File: config.mk
export PLATFORM = sky130hd
export DESIGN_NAME = team_06_noise_gate
export DESIGN_NICKNAME = d
export VERILOG_FILES = /design/src/rtl/team_06_noise_gate.sv
export SDC_FILE = /design/constraint.sdc
export NUM_CORES = 1
export LEC_CHECK = 0
export ABC_AREA = 1
export CORE_MARGIN = 2
export CORE_UTILIZATION = 45
export DETAILED_ROUTE_END_ITERATION = 7
export SYNTH_ARGS = -nofsm -noshare
export SYNTH_HDL_FRONTEND = slang
export SYNTH_SLANG_ARGS = --single-unit
File: constraint.sdc
create_clock -name clk -period 5.7 [get_ports clk]
set_input_delay 1.71 -clock clk [delete_from_list [all_inputs] [get_ports clk]]
set_output_delay 1.71 -clock clk [all_outputs]
set_load 0.005 [all_outputs]
File: src/rtl/team_06_noise_gate.sv
// Envelope-following noise gate: peak envelope tracker, attack/hold/release gain FSM
// and a two-stage gain multiplier for 8-bit offset-binary audio.
module team_06_noise_gate #(
    parameter int OPEN_THRESH  = 24,
    parameter int CLOSE_THRESH = 16,
    parameter int HOLD_SAMPLES = 2000,
    parameter int ATTACK_STEP  = 32,
    parameter int RELEASE_STEP = 1,
    parameter int DECAY_SHIFT  = 4
) (
    input  logic       clk,
    input  logic       rst,
    input  logic       enable,
    input  logic       sample_valid,
    input  logic [7:0] audio_in,
    output logic [7:0] audio_out,
    output logic       out_valid,
    output logic       gate_open,
    output logic [8:0] gain
);

    localparam int STAGES = 2;

    localparam logic [2:0] S_CLOSED  = 3'd0;
    localparam logic [2:0] S_ATTACK  = 3'd1;
    localparam logic [2:0] S_OPEN    = 3'd2;
    localparam logic [2:0] S_HOLD    = 3'd3;
    localparam logic [2:0] S_RELEASE = 3'd4;

    localparam logic [7:0]  OPEN_T    = 8'(OPEN_THRESH);
    localparam logic [7:0]  CLOSE_T   = 8'(CLOSE_THRESH);
    localparam logic [15:0] HOLD_INIT = 16'(HOLD_SAMPLES - 1);
    localparam logic [9:0]  ATK_S     = 10'(ATTACK_STEP);
    localparam logic [8:0]  REL_S     = 9'(RELEASE_STEP);

    logic [STAGES-1:0] vld_pipe_q;
    logic [2:0]        state_q, state_d;
    logic [8:0]        gain_q, gain_d;
    logic [15:0]       hold_q, hold_d;
    logic [7:0]        env_q;
    logic signed [8:0] d_q;
    logic [7:0]        audio_out_q;

    // Stage 1: signed sample, magnitude and decayed envelope
    logic signed [8:0] d;
    logic [7:0]        mag, env_shr, env_dec, env_n;

    always_comb begin
        d       = $signed({1'b0, audio_in}) - 9'sd128;
        mag     = d[8] ? 8'(-d) : 8'(d);
        env_shr = env_q >> DECAY_SHIFT;
        if (env_q == 8'd0)
            env_dec = 8'd0;
        else if (env_shr == 8'd0)
            env_dec = env_q - 8'd1;
        else
            env_dec = env_q - env_shr;
        env_n = (mag > env_dec) ? mag : env_dec;
    end

    // Saturating gain ramps; both candidates are computed every sample
    logic [9:0] gsum;
    logic [8:0] gain_a, gain_r;
    logic       a_full, open_hit, close_hit;

    always_comb begin
        gsum      = {1'b0, gain_q} + ATK_S;
        a_full    = (gsum >= 10'd256);
        gain_a    = a_full ? 9'd256 : gsum[8:0];
        gain_r    = (gain_q > REL_S) ? (gain_q - REL_S) : 9'd0;
        open_hit  = (env_n >= OPEN_T);
        close_hit = (env_n < CLOSE_T);
    end

    always_comb begin
        state_d = state_q;
        gain_d  = gain_q;
        hold_d  = hold_q;
        if (!enable) begin
            state_d = S_OPEN;
            gain_d  = 9'd256;
        end else begin
            case (state_q)
                S_CLOSED: begin
                    if (open_hit) begin
                        gain_d  = gain_a;
                        state_d = a_full ? S_OPEN : S_ATTACK;
                    end
                end
                S_ATTACK: begin
                    if (close_hit) begin
                        state_d = S_RELEASE;
                        gain_d  = gain_r;
                    end else begin
                        gain_d = gain_a;
                        if (a_full) state_d = S_OPEN;
                    end
                end
                S_OPEN: begin
                    gain_d = 9'd256;
                    if (close_hit) begin
                        state_d = S_HOLD;
                        hold_d  = HOLD_INIT;
                    end
                end
                S_HOLD: begin
                    if (open_hit) begin
                        state_d = S_OPEN;
                    end else if (hold_q == 16'd0) begin
                        state_d = S_RELEASE;
                        gain_d  = gain_r;
                    end else begin
                        hold_d = hold_q - 16'd1;
                    end
                end
                S_RELEASE: begin
                    if (open_hit) begin
                        gain_d  = gain_a;
                        state_d = a_full ? S_OPEN : S_ATTACK;
                    end else begin
                        gain_d = gain_r;
                        if (gain_r == 9'd0) state_d = S_CLOSED;
                    end
                end
                default: begin
                    state_d = S_CLOSED;
                    gain_d  = 9'd0;
                end
            endcase
        end
    end

    // Stage 2: gain_q already holds this sample's gain; floor shift keeps 0..255
    logic signed [17:0] d_ext, g_ext, prod;
    logic [7:0]         scaled, out_d;

    always_comb begin
        d_ext  = {{9{d_q[8]}}, d_q};
        g_ext  = {9'd0, gain_q};
        prod   = d_ext * g_ext;
        scaled = 8'(prod >>> 8);
        out_d  = {~scaled[7], scaled[6:0]};
    end

    always_ff @(posedge clk) begin
        if (rst) begin
            vld_pipe_q  <= '0;
            state_q     <= S_CLOSED;
            gain_q      <= 9'd0;
            hold_q      <= 16'd0;
            env_q       <= 8'd0;
            d_q         <= 9'sd0;
            audio_out_q <= 8'd128;
        end else begin
            vld_pipe_q <= {vld_pipe_q[0], sample_valid};
            if (sample_valid) begin
                state_q <= state_d;
                gain_q  <= gain_d;
                hold_q  <= hold_d;
                env_q   <= env_n;
                d_q     <= d;
            end
            if (vld_pipe_q[0]) audio_out_q <= out_d;
        end
    end

    assign audio_out = audio_out_q;
    assign out_valid = vld_pipe_q[STAGES-1];
    assign gate_open = (state_q != S_CLOSED);
    assign gain      = gain_q;

endmodule

==> metrics.yaml, run 1 <==
worst_setup_path:
  crit_path_end_kind: "flop"
  critical_path.most_common_cell: "fa_1"
  ff2ff_setup_slack_ns: 0.70
  path_class: "flop to flop"
  arrival_ns: 5.21
  cp_cell_sequence: "inv_1 -> nor2_1 -> fa_1 -> fa_1 -> fa_1 -> inv_1 -> fa_1 -> inv_1 -> fa_1 -> ha_1 -> nand2_1 -> nor2_1 -> a211oi_1 -> o21ai_1 -> nand2_1 -> o211ai_1 -> a21oi_1 -> a21oi_1 -> o21ai_1 -> nand2_1"
  critPathSlowestCell: "fa_1"
  max_stage_delay_ns: 0.55
  critical_path.startpoint_type: "flop"
  path_delay_family: "adder cells"
  path_buf_inv: 3
  crit_fanout: 6
  required_ns: 5.91
routing:
  vias: 5744
  drt_first_pass_iters: 4
  drt_iter0_markers: 195
  drc: 0
  wl_mm: 15.4
  via_per_inst: 4.87
  postRouteAntennaNets: 0
  wire_per_inst_um: 13.0
timing:
  maxSlewHeadroom: 0.474
  clock_skew_ns: 0.00557
  worst_slew_pin_slew_ns: 0.789
  clock.fmax_mhz: 200
  fin_crit_sh: 0.878
  finalHoldViolations: 0
  setup_viol: 0
  finalCriticalPeriod_ns: 5.00
  drv_slew: 0
  tns_ns: 0
  rsz0062_at_grt: "false"
cts:
  ctsResizeCount: 0
  post-cts-setup-buffer-count: 0
  cts_tree: "yes"
  clock_sinks: 54
  numCtsBuffers: 5
  clock_path_buffers: 2
  clock_latency_ns: 0.31
  clockRootBuffer: "clkbuf_16"
  h-tree-depth: 2
  path_clk_slew_ns: 0.08
  hold_buffers: 0
floorplan:
  rows: 44
  die_h_um: 125
  dieArea_um2: 15600
  io_pins: 31
  start_util: 0.456
  core_area_um2: 14400
  die_w_um: 125
pwr:
  p_leak_nw: 3.95
  powerDensity_nw_per_um2: 451
  peakVddDrop_mv: 0.425
hold_path:
  worstHoldPathType: "flop to flop"
layout:
  nFillCells: 1467
  fin_cells: 1179
  area_growth_pct: 10.3
  final_nets: 1109
  final_util: 0.503
  diodes: 0
  drive_gt1_frac: 0.101
placement:
  dp_cells: 1171
  port_buffers: 30
  hpwl_mm: 12.0
  gp_congestion: 0.885
logic_synthesis:
  synth_ff_type: "dfxtp_1"
  synth_seq_cells: 54
  yosys.area.top_type: "dfxtp_1"
  synthTopCellsByCount: "255 x nand2_1, 172 x inv_1, 93 x nor2_1"
  synth_nets: 1090
  yosysSeqAreaShare: 0.164
  ys_types: 44
  ys_warn_count: 0
  synth_area_leaders: "dfxtp_1 16%, fa_1 15%, nand2_1 15%"
  synth_top_area_share: 0.164
  syn_inst: 975
  async_flop_share: 0
  synth-edff-count: 0
  synth_area_per_cell_um2: 6.75
  synth_area_um2: 6580
  synthMostInstantiatedCell: "nand2_1"
run:
  drv_cap: 0
grt:
  antenna_found_initial: 0
  grt_max_degree: 33
  grt_pass1_wl_mm: 26.4
  grt_pass1_vias: 5463
  grt_overflow: 0
  grtUsageTotal: 0.202
status:
  outcome: "finished, final reports clean"
## cells by family after synthesis
group / count (synthesis) / share of synthesized area
buffers and inverters: 216 / 0.128
adder cells (fa/ha/maj): 103 / 0.253
XOR/XNOR: 26 / 0.0346
AND/OR/NAND/NOR: 470 / 0.326
AO/OA/AOI/OAI: 106 / 0.0941
flip-flops: 54 / 0.164
## state kept, by name, summed over array words and instances, names as in the netlist
name and flops:
d_q 8, state_q 3, gain 9, vld_pipe_q 2, audio_out 8, env_q 8
hold_q 16
## final timing paths
check / end / cells past startpoint / start
worst max register to register: audio_out[7] / 20 / d_q[7]
worst max-delay path: audio_out[7] / 20 / d_q[7]
worst min-delay path: audio_out[7] / 2 / audio_out[7]
worst min register to register: audio_out[7] / 2 / audio_out[7]
## where the power goes
part,internal (mW),switching [mW],leakage (nW)
logic,0.795,1.55,3.42
registers,0.439,0.0762,0.442
clock network,0.253,0.160,0.0940
total,1.49,1.78,3.95
## layout by cell type (no fill, tap or decap), types with 14 or more instances in the layout
cell / count
nand2_2: 20
inv_1: 172
buf_4: 14
dfxtp_1: 54
nand3_1: 44
nor2_1: 93
nand2_1: 255
a21oi_1: 40
clkdlybuf4s50_1: 30
xor2_1: 16
ha_1: 53
o21ai_0: 34
fa_1: 50
## layer usage
metal | global-route usage | vias up | routed length (um)
li1 | - | 3049 | -
met1 | 0.275 | 2633 | 7500
met2 | 0.346 | 47 | 7310
met3 | 0.0266 | 15 | 333
met4 | 0.0412 | 0 | 212
met5 | 0 | - | 0
## worst min-delay path: cells and delay by family (launching register included)
kind / cells / cell delay [ns]
compound gates: 1 / 0.07
flops: 1 / 0.33
simple gates: 1 / 0.06
## metrics by stage
step / area, um^2 / power [mW] / hold slack, ns / setup slack (ns)
floorplan: 6580 / 2.41 / 0.448 / 0.922
global placement: 7070 / 2.86 / 0.457 / 0.535
detailed placement: 7070 / 2.86 / 0.466 / 0.465
CTS: 7260 / 3.29 / 0.480 / 0.635
global route: 7260 / 3.63 / 0.509 / 0.311
finish: 7260 / 3.27 / 0.479 / 0.696
## final cells by class
| class | count | area [um^2] | area share |
|---|---|---|---|
| Clock buffer | 5 | 125 | 0.0172 |
| Multi-Input combinational cell | 705 | 4660 | 0.642 |
| Clock inverter | 3 | 68.8 | 0.00948 |
| Sequential cell | 54 | 1080 | 0.149 |
| Tap cell | 184 | 230 | 0.0317 |
| Timing Repair Buffer | 44 | 405 | 0.0558 |
| Inverter | 184 | 692 | 0.0953 |
Power figures use the tool's default switching activity.
==> run 2, diff against run 1 <==
--- a/config.mk
+++ b/config.mk
@@ -12,3 +12,4 @@
 export SYNTH_ARGS = -nofsm -noshare
 export SYNTH_HDL_FRONTEND = slang
 export SYNTH_SLANG_ARGS = --single-unit
+export TNS_END_PERCENT = 30
==> results of run 2 <==
No change in the layout: final DEF, timing and power equal those of run 1.
